File: src/rtl/pipeline_pkg.sv
// rtl/pipeline_pkg.sv - shared encodings for the execute stage and EX/MEM latch
package pipeline_pkg;

   localparam logic [1:0] ALUOP_ADD   = 2'b00;
   localparam logic [1:0] ALUOP_SUB   = 2'b01;
   localparam logic [1:0] ALUOP_RTYPE = 2'b10;

   localparam logic [5:0] FUNCT_ADD = 6'b100000;
   localparam logic [5:0] FUNCT_SUB = 6'b100010;
   localparam logic [5:0] FUNCT_AND = 6'b100100;
   localparam logic [5:0] FUNCT_OR  = 6'b100101;
   localparam logic [5:0] FUNCT_SLT = 6'b101010;

   // ALU_ZERO forces a zero result for unsupported funct codes
   localparam logic [2:0] ALU_ADD  = 3'd0;
   localparam logic [2:0] ALU_SUB  = 3'd1;
   localparam logic [2:0] ALU_AND  = 3'd2;
   localparam logic [2:0] ALU_OR   = 3'd3;
   localparam logic [2:0] ALU_SLT  = 3'd4;
   localparam logic [2:0] ALU_ZERO = 3'd5;

   localparam int WB_REGWRITE = 1;
   localparam int WB_MEMTOREG = 0;

   localparam int M_BRANCH   = 2;
   localparam int M_MEMREAD  = 1;
   localparam int M_MEMWRITE = 0;

   localparam int EX_REGDST   = 3;
   localparam int EX_ALUOP_HI = 2;
   localparam int EX_ALUOP_LO = 1;
   localparam int EX_ALUSRC   = 0;

endpackage

File: src/rtl/alu_ctl_alu.sv
// rtl/alu_ctl_alu.sv - ALU control decode and ALU with zero flag
module alu_ctl_alu
   import pipeline_pkg::*;
#(
   parameter int DW = 32
) (
   input  logic [1:0]    aluop,
   input  logic [5:0]    funct,
   input  logic [DW-1:0] a,
   input  logic [DW-1:0] b,
   output logic [DW-1:0] result,
   output logic          zero
);

   logic [2:0] op;

   always_comb begin
      op = ALU_ZERO;
      case (aluop)
         ALUOP_ADD: op = ALU_ADD;
         ALUOP_SUB: op = ALU_SUB;
         default: begin
            // aluop 10 and 11 both select funct decode
            case (funct)
               FUNCT_ADD: op = ALU_ADD;
               FUNCT_SUB: op = ALU_SUB;
               FUNCT_AND: op = ALU_AND;
               FUNCT_OR:  op = ALU_OR;
               FUNCT_SLT: op = ALU_SLT;
               default:   op = ALU_ZERO;
            endcase
         end
      endcase
   end

   always_comb begin
      result = '0;
      case (op)
         ALU_ADD: result = a + b;
         ALU_SUB: result = a - b;
         ALU_AND: result = a & b;
         ALU_OR:  result = a | b;
         ALU_SLT: result = {{(DW-1){1'b0}}, ($signed(a) < $signed(b))};
         default: result = '0;
      endcase
   end

   assign zero = (result == '0);

endmodule

File: src/rtl/ex_mem_stage.sv
// rtl/ex_mem_stage.sv - execute stage with EX/MEM latch, stall and flush
module ex_mem_stage
   import pipeline_pkg::*;
#(
   parameter int DW = 32,
   parameter int RW = 5
) (
   input  logic          clk,
   input  logic          rst_n,
   input  logic          stall,
   input  logic          flush,
   input  logic [1:0]    wb_ctl,
   input  logic [2:0]    m_ctl,
   input  logic [3:0]    ex_ctl,
   input  logic [DW-1:0] npc,
   input  logic [DW-1:0] rdata1,
   input  logic [DW-1:0] rdata2,
   input  logic [DW-1:0] s_extend,
   input  logic [RW-1:0] instr_2016,
   input  logic [RW-1:0] instr_1511,
   output logic [1:0]    wb_ctlout,
   output logic          branch,
   output logic          memread,
   output logic          memwrite,
   output logic [DW-1:0] add_result,
   output logic          zero,
   output logic [DW-1:0] alu_result,
   output logic [DW-1:0] rdata2out,
   output logic [RW-1:0] five_bit_muxout,
   output logic          valid
);

   logic [DW-1:0] alu_b;
   logic [DW-1:0] ex_result;
   logic          ex_zero;
   logic [DW-1:0] ex_target;
   logic [RW-1:0] ex_dest;

   assign alu_b     = ex_ctl[EX_ALUSRC] ? s_extend : rdata2;
   assign ex_target = npc + (s_extend << 2);
   assign ex_dest   = ex_ctl[EX_REGDST] ? instr_1511 : instr_2016;

   alu_ctl_alu #(.DW(DW)) u_alu (
      .aluop  (ex_ctl[EX_ALUOP_HI:EX_ALUOP_LO]),
      .funct  (s_extend[5:0]),
      .a      (rdata1),
      .b      (alu_b),
      .result (ex_result),
      .zero   (ex_zero)
   );

   logic [1:0]    wb_ctl_q,     wb_ctl_d;
   logic [2:0]    m_ctl_q,      m_ctl_d;
   logic [DW-1:0] add_result_q, add_result_d;
   logic          zero_q,       zero_d;
   logic [DW-1:0] alu_result_q, alu_result_d;
   logic [DW-1:0] rdata2_q,     rdata2_d;
   logic [RW-1:0] dest_q,       dest_d;
   logic          valid_q,      valid_d;

   always_comb begin
      wb_ctl_d     = wb_ctl_q;
      m_ctl_d      = m_ctl_q;
      add_result_d = add_result_q;
      zero_d       = zero_q;
      alu_result_d = alu_result_q;
      rdata2_d     = rdata2_q;
      dest_d       = dest_q;
      valid_d      = valid_q;
      if (flush || !stall) begin
         add_result_d = ex_target;
         zero_d       = ex_zero;
         alu_result_d = ex_result;
         rdata2_d     = rdata2;
         dest_d       = ex_dest;
         // flush overrides stall: control is bubbled, datapath still loads
         if (flush) begin
            wb_ctl_d = '0;
            m_ctl_d  = '0;
            valid_d  = 1'b0;
         end else begin
            wb_ctl_d = wb_ctl;
            m_ctl_d  = m_ctl;
            valid_d  = 1'b1;
         end
      end
   end

   always_ff @(posedge clk) begin
      if (!rst_n) begin
         wb_ctl_q     <= '0;
         m_ctl_q      <= '0;
         add_result_q <= '0;
         zero_q       <= 1'b0;
         alu_result_q <= '0;
         rdata2_q     <= '0;
         dest_q       <= '0;
         valid_q      <= 1'b0;
      end else begin
         wb_ctl_q     <= wb_ctl_d;
         m_ctl_q      <= m_ctl_d;
         add_result_q <= add_result_d;
         zero_q       <= zero_d;
         alu_result_q <= alu_result_d;
         rdata2_q     <= rdata2_d;
         dest_q       <= dest_d;
         valid_q      <= valid_d;
      end
   end

   assign wb_ctlout       = wb_ctl_q;
   assign branch          = m_ctl_q[M_BRANCH];
   assign memread         = m_ctl_q[M_MEMREAD];
   assign memwrite        = m_ctl_q[M_MEMWRITE];
   assign add_result      = add_result_q;
   assign zero            = zero_q;
   assign alu_result      = alu_result_q;
   assign rdata2out       = rdata2_q;
   assign five_bit_muxout = dest_q;
   assign valid           = valid_q;

endmodule

File: config.mk
export PLATFORM = sky130hd
export DESIGN_NAME = ex_mem_stage
export DESIGN_NICKNAME = d
export VERILOG_FILES = /design/src/rtl/pipeline_pkg.sv /design/src/rtl/alu_ctl_alu.sv /design/src/rtl/ex_mem_stage.sv
export SDC_FILE = /design/constraint.sdc
export NUM_CORES = 1
export LEC_CHECK = 0
export ABC_AREA = 1
export CAP_MARGIN = 10
export CORE_MARGIN = 1.5
export CORE_UTILIZATION = 43
export DETAILED_ROUTE_END_ITERATION = 6
export HOLD_SLACK_MARGIN = 0.03
export PLACE_DENSITY = 0.69
export SYNTH_ARGS = -nofsm -noshare
export SYNTH_HDL_FRONTEND = slang
export SYNTH_SLANG_ARGS = --single-unit
File: constraint.sdc
create_clock -name clk -period 4.5 [get_ports clk]
set_input_delay 0.9 -clock clk [delete_from_list [all_inputs] [get_ports clk]]
set_output_delay 0.9 -clock clk [all_outputs]
set_load 0.005 [all_outputs]
==> results of run 1 <==
## power groups by stage
stage	Combinational (mW)	Sequential (mW)	Clock, mW
floorplan	1.04	1.12	0
global placement	1.89	1.11	0
detailed placement	1.89	1.11	0
CTS	1.91	1.09	0.880
global route	2.12	1.10	0.918
finish	1.94	1.09	0.868
## worst reg2reg max path: cells and delay by family (launching register included)
kind	cells	cell delay, ns
buf+inv	1	0.05
simple gates	1	0.33
flops	1	0.33
compound gates	1	0.08
## routing by layer
| layer | GRT usage [%] | vias to the layer above | share of wire, % |
|---|---|---|---|
| met5 | 0 | - | 0 |
| met4 | 9.83 | 0 | 2.3 |
| met3 | 5.70 | 65 | 7.7 |
| met2 | 54.6 | 584 | 44 |
| met1 | 46.0 | 6667 | 46 |
| li1 | - | 7324 | - |
## what timing repair did
action	in CTS	in global routing
gates resized for setup	0	1
setup endpoints to repair	0	1
hold buffers	0	0
## cell families (layout without fill, tap and decap cells)
family / after synthesis / count (layout) / share of synthesized area, %
compound gates: 377 / 377 / 17.1
xor+xnor: 27 / 27 / 1.92
fa+ha+maj: 133 / 133 / 13.7
buf+inv: 462 / 754 / 14.6
flops: 108 / 108 / 17.6
simple gates: 1033 / 1033 / 35.1
## sequential cells by signal (all words and copies together), names as in the netlist
| register | count |
|---|---|
| valid | 1 |
| rdata2out | 32 |
| alu_result | 32 |
| m_ctl_q | 3 |
| add_result | 32 |
| five_bit_muxout | 5 |
| wb_ctlout | 2 |
| zero | 1 |
## cell type report
| cell class | count | share of cell area, % |
|---|---|---|
| inverters | 400 | 9.39 |
| repair buffers | 338 | 20.0 |
| well taps | 378 | 2.95 |
| clock buffers | 11 | 1.52 |
| multi-input cells | 1570 | 52.2 |
| flip-flops and latches | 108 | 13.5 |
| clock inverters | 5 | 0.469 |
## per-stage QoR
step | std cells | TNS [ns] | power, mW | cell area (sq um) | setup WS, ns
finish | 2810 | 0 | 3.90 | 16000 | 0.298
global route | 2810 | 0 | 4.14 | 16000 | 0.0776
CTS | 2810 | 0 | 3.88 | 16000 | 0.279
detailed placement | 2794 | -0.0729 | 3.01 | 15700 | -0.0729
global placement | 2794 | -0.0822 | 3.00 | 15700 | -0.0822
floorplan | 2140 | 0 | 2.16 | 12300 | 0.864
## worst paths after layout
kind | cells after the start | slack, ns | to
setup / recovery | 24 | 0.30 | zero
hold / removal | 2 | 0.47 | wb_ctlout[1]
setup reg to reg | 3 | 3.67 | alu_result[16]
hold reg to reg | 2 | 0.47 | wb_ctlout[1]
## cell usage in the layout (no fill, tap or decap), types with 3 or more instances in the layout
cell type and instances:
inv_1 386, dfxtp_1 108, ha_1 130, buf_4 78
a21boi_0 4, nand3_2 5, o21ai_0 167, inv_2 11
nor3_1 23, xnor2_1 7, nor2_2 12, a31oi_1 11
o21a_1 5, o211ai_1 15, nor4_1 4, nand4_1 24
or2_2 6, nand3b_1 13, nor2_1 253, clkdlybuf4s50_1 256
nand2_1 541, a21oi_1 117, xor2_1 20, clkbuf_16 9
fa_1 3, o21bai_1 34, o21ai_1 7, nand3_1 144
clkinv_2 3, a21o_1 5, o221ai_1 4
==> results.json, run 1 <==
{
  "via_count": 14640,
  "ant_nets": 0,
  "grt_pass1_vias": 13797,
  "synth-seq-cells": 108,
  "finish.utilization_pct": 57.2,
  "grt_pass1_wl_mm": 75.9,
  "max_freq_ghz": 0.238,
  "tightestPinTransition_ns": 0.893,
  "p_clk_share_pct": 22.3,
  "combPwrFrac_pct": 49.7,
  "critPathMaxFanout": 23,
  "syn_inst": 2140,
  "switching_share_pct": 40.4,
  "worstSkewPairLatency_ns": 0.36,
  "clk_path_buf_depth": 2,
  "multi_input_area_sq_um": 8360,
  "area_delta_synth_final_pct": 30.0,
  "clk_pin_slew_ns": 0.07,
  "critPathBufInv": 4,
  "cts_sinks": 108,
  "drt-initial-drc-count": 1110,
  "syn-cell-area_sq_um": 12300,
  "slew_viol_final": 0,
  "total_leakage_power_nw": 8.49,
  "synth_edf_count": 0,
  "setup_violations": 0,
  "crit_chain": "buf_2, buf_4, nand2_1, o21ai_1, ha_1, inv_1, nand2_1, nand2_1, inv_1, nand3_1, nand2_1, nand2_1, nand2_1, nand2_1, nor2_1, nor2_1, nand2_1, nor2_1, nand2_1, nor2_1, nand2_1, nor2_1, nand2_1, a21oi_2",
  "period_share_pct": 93.4,
  "antenna_found_initial": 0,
  "rr_startpoint": "alu_result[16]",
  "syn-num-nets": 2424,
  "crit_start": "ex_ctl[0]",
  "crit_family": "simple AND/OR/NAND/NOR gates",
  "synth.top_cell.area_share_pct": 17.6,
  "path_class": "input pin to flop",
  "status": "finished, final reports clean",
  "synth.area.top_cells": "dfxtp_1 (18%), nand2_1 (16%), ha_1 (13%)",
  "ctsRootBufferMaster": "clkbuf_16",
  "die_h_microns": 172,
  "numCtsBuffers": 9,
  "nets": 2711,
  "p_seq_share_pct": 28.0,
  "power_density_nw_per_um2": 243,
  "die_area_sq_um": 29700,
  "crit_slowest_cell": "ha_1",
  "critPathMaxStageDelay_ns": 0.41,
  "rsz0062_at_grt": "no",
  "peakVddDrop_mv": 0.204,
  "ys_warn_count": 0,
  "yosysSeqAreaShare_pct": 17.6,
  "synth_commonest_cells": "nand2_1 (541), inv_1 (386), nor2_1 (254), o21ai_0 (168), nand3_1 (144)",
  "min_path_type": "flop to flop",
  "drt_wl_total_mm": 50.6,
  "grt-ovfl-total": 0,
  "port_buffers": 258,
  "yosys.cell_count.top_type": "nand2_1",
  "core-area_sq_um": 28000,
  "fin_crit_ns": 4.20,
  "maxCapViolations": 0,
  "cts_tree": "built",
  "drc_errors": 0,
  "synthDistinctLibCells": 47,
  "n_fill_cell": 2895,
  "crit_top_cell": "nand2_1",
  "holdWs_ns": 0.466,
  "end_kind": "flop",
  "htreeDepth": 3,
  "gr-usage-all-layers_pct": 33.8,
  "grt_max_degree": 74,
  "p_switching_mw": 1.58,
  "post-cts-setup-buffers": 0,
  "drtPass1Iterations": 6,
  "cp.required_ns": 4.78,
  "die_x_microns": 172,
  "drive_gt1_share_pct": 5.80,
  "rows": 61,
  "start_util_pct": 44.0,
  "hold_start": "wb_ctlout[1]",
  "fin_worst_skew_ns": 0,
  "hold_viol_final": 0,
  "async_flop_share_pct": 0,
  "viasPerCell": 5.21,
  "antenna_cells": 0,
  "p_int_mw": 2.32,
  "synthFlopType": "dfxtp_1",
  "arrival_ns": 4.49,
  "slew_headroom_pct": 40.5,
  "ios": 259,
  "gp_congestion": 0.961,
  "regArea_sq_um": 2160,
  "startpoint_type": "input pin",
  "dp_hpwl_mm": 42.0,
  "synth.avg_cell_area_sq_um": 5.76,
  "post_drt_wl_per_cell_microns": 18.0,
  "synth_top_area_cell": "dfxtp_1"
}
(Power assumes the default switching activity.)
==> inputs of run 2 (changes only) <==
--- a/config.mk
+++ b/config.mk
@@ -13,4 +13,5 @@
 export HOLD_SLACK_MARGIN = 0.03
 export PLACE_DENSITY = 0.69
+export RECOVER_POWER = 25
 export SYNTH_ARGS = -nofsm -noshare
 export SYNTH_HDL_FRONTEND = slang
==> constraint.sdc (replaced) <==
create_clock -name clk -period 4.5 [get_ports clk]
set_input_delay 0.45 -clock clk [delete_from_list [all_inputs] [get_ports clk]]
set_output_delay 0.45 -clock clk [all_outputs]
set_load 0.005 [all_outputs]
==> results.json, run 2 (synthesized netlist as in run 1, its figures left out) <==
{
  "status": "finished, final reports clean",
  "drtPass1Iterations": 6,
  "min_path_cells": 2,
  "regArea_sq_um": 2160,
  "grt_util_met1_pct": 45.8,
  "ios": 259,
  "hold_viol_final": 0,
  "layout_common_cells": "nand2_1 (541), inv_1 (386), nor2_1 (253)",
  "nets": 2651,
  "area_delta_synth_final_pct": 26.2,
  "fin_tns_setup_ns": 0,
  "p_total_mw": 3.78,
  "design_area_sq_um": 15500,
  "gr-usage-all-layers_pct": 33.7,
  "tightestPinTransition_ns": 1.45,
  "multi_input_area_sq_um": 8360,
  "ant_nets": 0,
  "grt-ovfl-total": 0,
  "critPathMaxFanout": 4,
  "final_common_cell": "nand2_1",
  "path_class": "input pin to flop",
  "gp_congestion": 1.00,
  "drc_errors": 0,
  "hold_end": "wb_ctlout[1]",
  "grt_pass1_wl_mm": 75.6,
  "rr_startpoint": "alu_result[16]",
  "r2r_slack_ns": 3.65,
  "cts_sinks": 108,
  "die_x_microns": 172,
  "period_share_pct": 88.9,
  "worst_slack_ns": 0.501,
  "via_count": 14499,
  "worstSkewPairLatency_ns": 0.35,
  "core-area_sq_um": 28000,
  "reg2regPathDepth": 3,
  "cp.required_ns": 4.77,
  "post_drt_wl_per_cell_microns": 18.4,
  "startpoint_type": "input pin",
  "n_fill_cell": 2962,
  "min_path_type": "flop to flop",
  "numCtsBuffers": 9,
  "antenna_found_initial": 0,
  "cts-hold-fix-buffers": 0,
  "slew_viol_final": 0,
  "use_met3_pct": 5.40,
  "rows": 61,
  "slew_headroom_pct": 3.26,
  "drt-initial-drc-count": 1264,
  "maxCapViolations": 0,
  "post-cts-setup-buffers": 0,
  "met2_usage_pct": 55.5,
  "die_h_microns": 172,
  "setup_violations": 0,
  "drt_wl_total_mm": 50.5,
  "grt_pass1_vias": 13533,
  "antenna_cells": 0,
  "clk_path_buf_depth": 2,
  "ctsRootBufferMaster": "clkbuf_16",
  "viasPerCell": 5.28,
  "top_usage_layer": "met2",
  "instances_no_fill": 2747,
  "cts.repair.resized": 0,
  "place_worst_setup_slack_ns": 0.286,
  "total_leakage_power_nw": 8.29,
  "drive_gt1_share_pct": 3.29,
  "cts_tree": "built",
  "htreeDepth": 3,
  "finish.utilization_pct": 55.5,
  "port_buffers": 258,
  "clk_pin_slew_ns": 0.07,
  "dpl-instance-area_sq_um": 15200,
  "peakVddDrop_mv": 0.163,
  "dp_hpwl_mm": 41.6,
  "end_kind": "flop",
  "rsz0062_at_grt": "no",
  "hold_start": "wb_ctlout[1]",
  "power_density_nw_per_um2": 243,
  "fin_crit_ns": 4.00,
  "fin_worst_skew_ns": 0,
  "start_util_pct": 44.0,
  "max_freq_ghz": 0.250,
  "arrival_ns": 4.27,
  "grt_max_degree": 74,
  "dp_cells": 2734,
  "rr_endpoint": "alu_result[16]",
  "die_area_sq_um": 29700,
  "holdWs_ns": 0.464
}
-- run 2: cell types whose count changed in the layout (fill, tap and decap cells not counted), sizes merged --
cell	before	now
clkinv	5	2
buf	82	21
dlygate4sd3	0	53
clkdlybuf4s50	256	203
clkbuf	11	10
clkinvlp	0	1
inv	398	399
-- run 2: area by class of cell --
cell class              count  area share, %
multi-input cells        1570           53.8
repair buffers            278           17.6
flip-flops and latches    108           13.9
inverters                 400           9.67
well taps                 378           3.04
clock buffers               9           1.45
clock inverters             4          0.491
-- run 2: power by group --
part	leakage (nW)	internal [mW]	switching (mW)	total [mW]
clock	0.144	0.481	0.361	0.842
sequential	0.897	1.05	0.0437	1.09
combinational	7.25	0.698	1.15	1.85
total	8.29	2.22	1.56	3.78
-- run 2: critical path, cell delays in order --
cell	delay (ns)
clkdlybuf4s50_1	0.52
inv_1	0.11
nand2_1	0.07
o21ai_0	0.13
inv_1	0.11
ha_1	0.26
inv_1	0.11
fa_1	0.42
inv_1	0.11
nand2_1	0.09
o21ai_1	0.45
xor2_1	0.18
nand3b_1	0.12
nand2_1	0.06
nor2_1	0.23
nand2_1	0.09
inv_1	0.06
nand2_1	0.07
nor2_1	0.22
nand2_1	0.12
nor2_1	0.10
nand2_1	0.08
a21oi_2	0.11
-- run 2: metal layers --
metal  routed length, microns  up-vias
met1                    22200     6649
met2                    22700      596
met3                     4470       54
met4                     1080        0
li1                         -     7200
met5                        0        -
-- run 2: worst max path at each step --
stage / start / endpoint / slack, ns / depth (start not counted)
6_report: s_extend[0] / zero / 0.50 / 23
5_1_grt: ex_ctl[0] / zero / 0.36 / 23
4_1_cts: s_extend[0] / zero / 0.64 / 23
3_5_place_dp: s_extend[0] / zero / 0.29 / 23
3_3_place_gp: s_extend[0] / zero / 0.29 / 23
2_1_floorplan: ex_ctl[0] / zero / 1.31 / 24
==> inputs of run 3 (changes only) <==
CORE_MARGIN = not set   (was 1.5)
==> results.json, run 3 (synthesized netlist as in run 1, its figures left out) <==
{
  "drc_errors": 3,
  "p_clk_share_pct": 23.8,
  "violations": "DRC, capacitance limit, slew limit",
  "hold_viol_final": 0,
  "start_util_pct": 44.0,
  "ctsRootBufferMaster": "clkbuf_16",
  "p_seq_share_pct": 28.3,
  "gp_congestion": 1.04,
  "critPathBufInv": 2,
  "slew_viol_final": 51,
  "post-cts-setup-buffers": 0,
  "crit_chain": "buf_2, buf_4, o21ai_0, ha_1, nor2_1, nand4_1, nand3_1, nand2_1, nand2_1, nand2_1, nand2_1, nor2_1, nor2_1, nand2_1, nor2_1, nand2_1, nor2_1, nand2_1, nor2_1, nand2_1, a21oi_2",
  "post_drt_wl_per_cell_microns": 17.6,
  "dp_hpwl_mm": 40.1,
  "ant_nets": 0,
  "cts.repair.resized": 0,
  "critPathMaxFanout": 24,
  "critPathMaxStageDelay_ns": 0.55,
  "drt_wl_total_mm": 48.6,
  "die_h_microns": 171,
  "viasPerCell": 5.34,
  "path_class": "input pin to flop",
  "dpl-instance-area_sq_um": 15300,
  "grt-ovfl-total": 0,
  "period_share_pct": 85.8,
  "combPwrFrac_pct": 47.8,
  "clk_pin_slew_ns": 0.07,
  "htreeDepth": 3,
  "startpoint_type": "input pin",
  "final_common_cell": "nand2_1",
  "tightestPinTransition_ns": 2.15,
  "gr-usage-all-layers_pct": 32.9,
  "cts_sinks": 108,
  "status": "finished, violations left",
  "numCtsBuffers": 9,
  "worstSkewPairLatency_ns": 0.35,
  "crit_slowest_cell": "o21ai_0",
  "grt_pass1_vias": 13660,
  "fin_crit_ns": 3.86,
  "drt-initial-drc-count": 1519,
  "p_switching_mw": 1.55,
  "die_area_sq_um": 29300,
  "arrival_ns": 4.13,
  "cts_tree": "built",
  "fin_worst_skew_ns": 0,
  "ios": 259,
  "cp.required_ns": 4.77,
  "switching_share_pct": 40.2,
  "max_freq_ghz": 0.259,
  "total_leakage_power_nw": 8.33,
  "antenna_cells": 0,
  "antenna_found_initial": 0,
  "via_count": 14699,
  "setup_violations": 0,
  "nets": 2656,
  "end_kind": "flop",
  "drive_gt1_share_pct": 3.54,
  "drtPass1Iterations": 7,
  "rsz0062_at_grt": "no",
  "area_delta_synth_final_pct": 26.7,
  "grt_max_degree": 74,
  "crit_top_cell": "nand2_1",
  "layout_common_cells": "nand2_1 (541), inv_1 (386), nor2_1 (253)",
  "p_int_mw": 2.31,
  "crit_family": "simple AND/OR/NAND/NOR gates",
  "maxCapViolations": 1,
  "grt_pass1_wl_mm": 73.7,
  "rows": 61,
  "core-area_sq_um": 28000,
  "clk_path_buf_depth": 2,
  "min_path_type": "flop to flop",
  "fin_tns_setup_ns": 0,
  "design_area_sq_um": 15600,
  "port_buffers": 258,
  "cts-hold-fix-buffers": 0,
  "die_x_microns": 171,
  "peakVddDrop_mv": 0.196,
  "power_density_nw_per_um2": 247,
  "n_fill_cell": 2846,
  "slew_headroom_pct": -43.3
}
## run 3: final timing paths
path                  start             end  slack, ns  depth (start not counted)
max               ex_ctl[0]            zero       0.64                         21
min              m_ctl_q[1]      m_ctl_q[1]       0.46                          2
max reg2reg  alu_result[16]  alu_result[16]       3.61                          3
min reg2reg      m_ctl_q[1]      m_ctl_q[1]       0.46                          2
## run 3: area by class of cell
class / instances / area (sq um) / area share, %
Clock buffer: 11 / 243 / 1.55
Sequential cell: 108 / 2160 / 13.8
Tap cell: 378 / 473 / 3.03
Clock inverter: 4 / 97.6 / 0.625
Multi-Input combinational cell: 1570 / 8360 / 53.6
Timing Repair Buffer: 283 / 2770 / 17.7
Inverter: 400 / 1500 / 9.63
## run 3: worst min-delay path, delay by kind of cell, from the launching register on
kind / cells / cell delay (ns)
flip-flops: 1 / 0.31
AND/OR/NAND/NOR: 1 / 0.06
AO/OA/AOI/OAI: 1 / 0.05
## run 3: power by group through the flow
stage	Sequential, mW	Clock (mW)	Combinational (mW)
6_report	1.09	0.919	1.85
2_1_floorplan	1.12	0	1.04
3_3_place_gp	1.11	0	1.80
5_1_grt	1.10	0.975	2.02
3_5_place_dp	1.11	0	1.81
4_1_cts	1.09	0.932	1.82
## run 3: per-stage QoR
stage,power [mW],instances,worst slack (ns),hold WS (ns),util [%]
after global routing,4.10,2754,0.375,0.479,55.7
after floorplan,2.16,2140,1.31,0.457,-
after global placement,2.91,2739,0.401,0.451,54.5
final,3.86,2754,0.639,0.462,55.7
after detailed placement,2.92,2739,0.379,0.458,54.5
after CTS,3.85,2754,0.740,0.469,55.7
## run 3: layer usage
| metal | global-route usage, % | wire length [microns] |
|---|---|---|
| met5 | 0 | 0 |
| met4 | 12.8 | 1800 |
| met3 | 7.46 | 4790 |
| met2 | 52.0 | 21100 |
| met1 | 43.3 | 20900 |
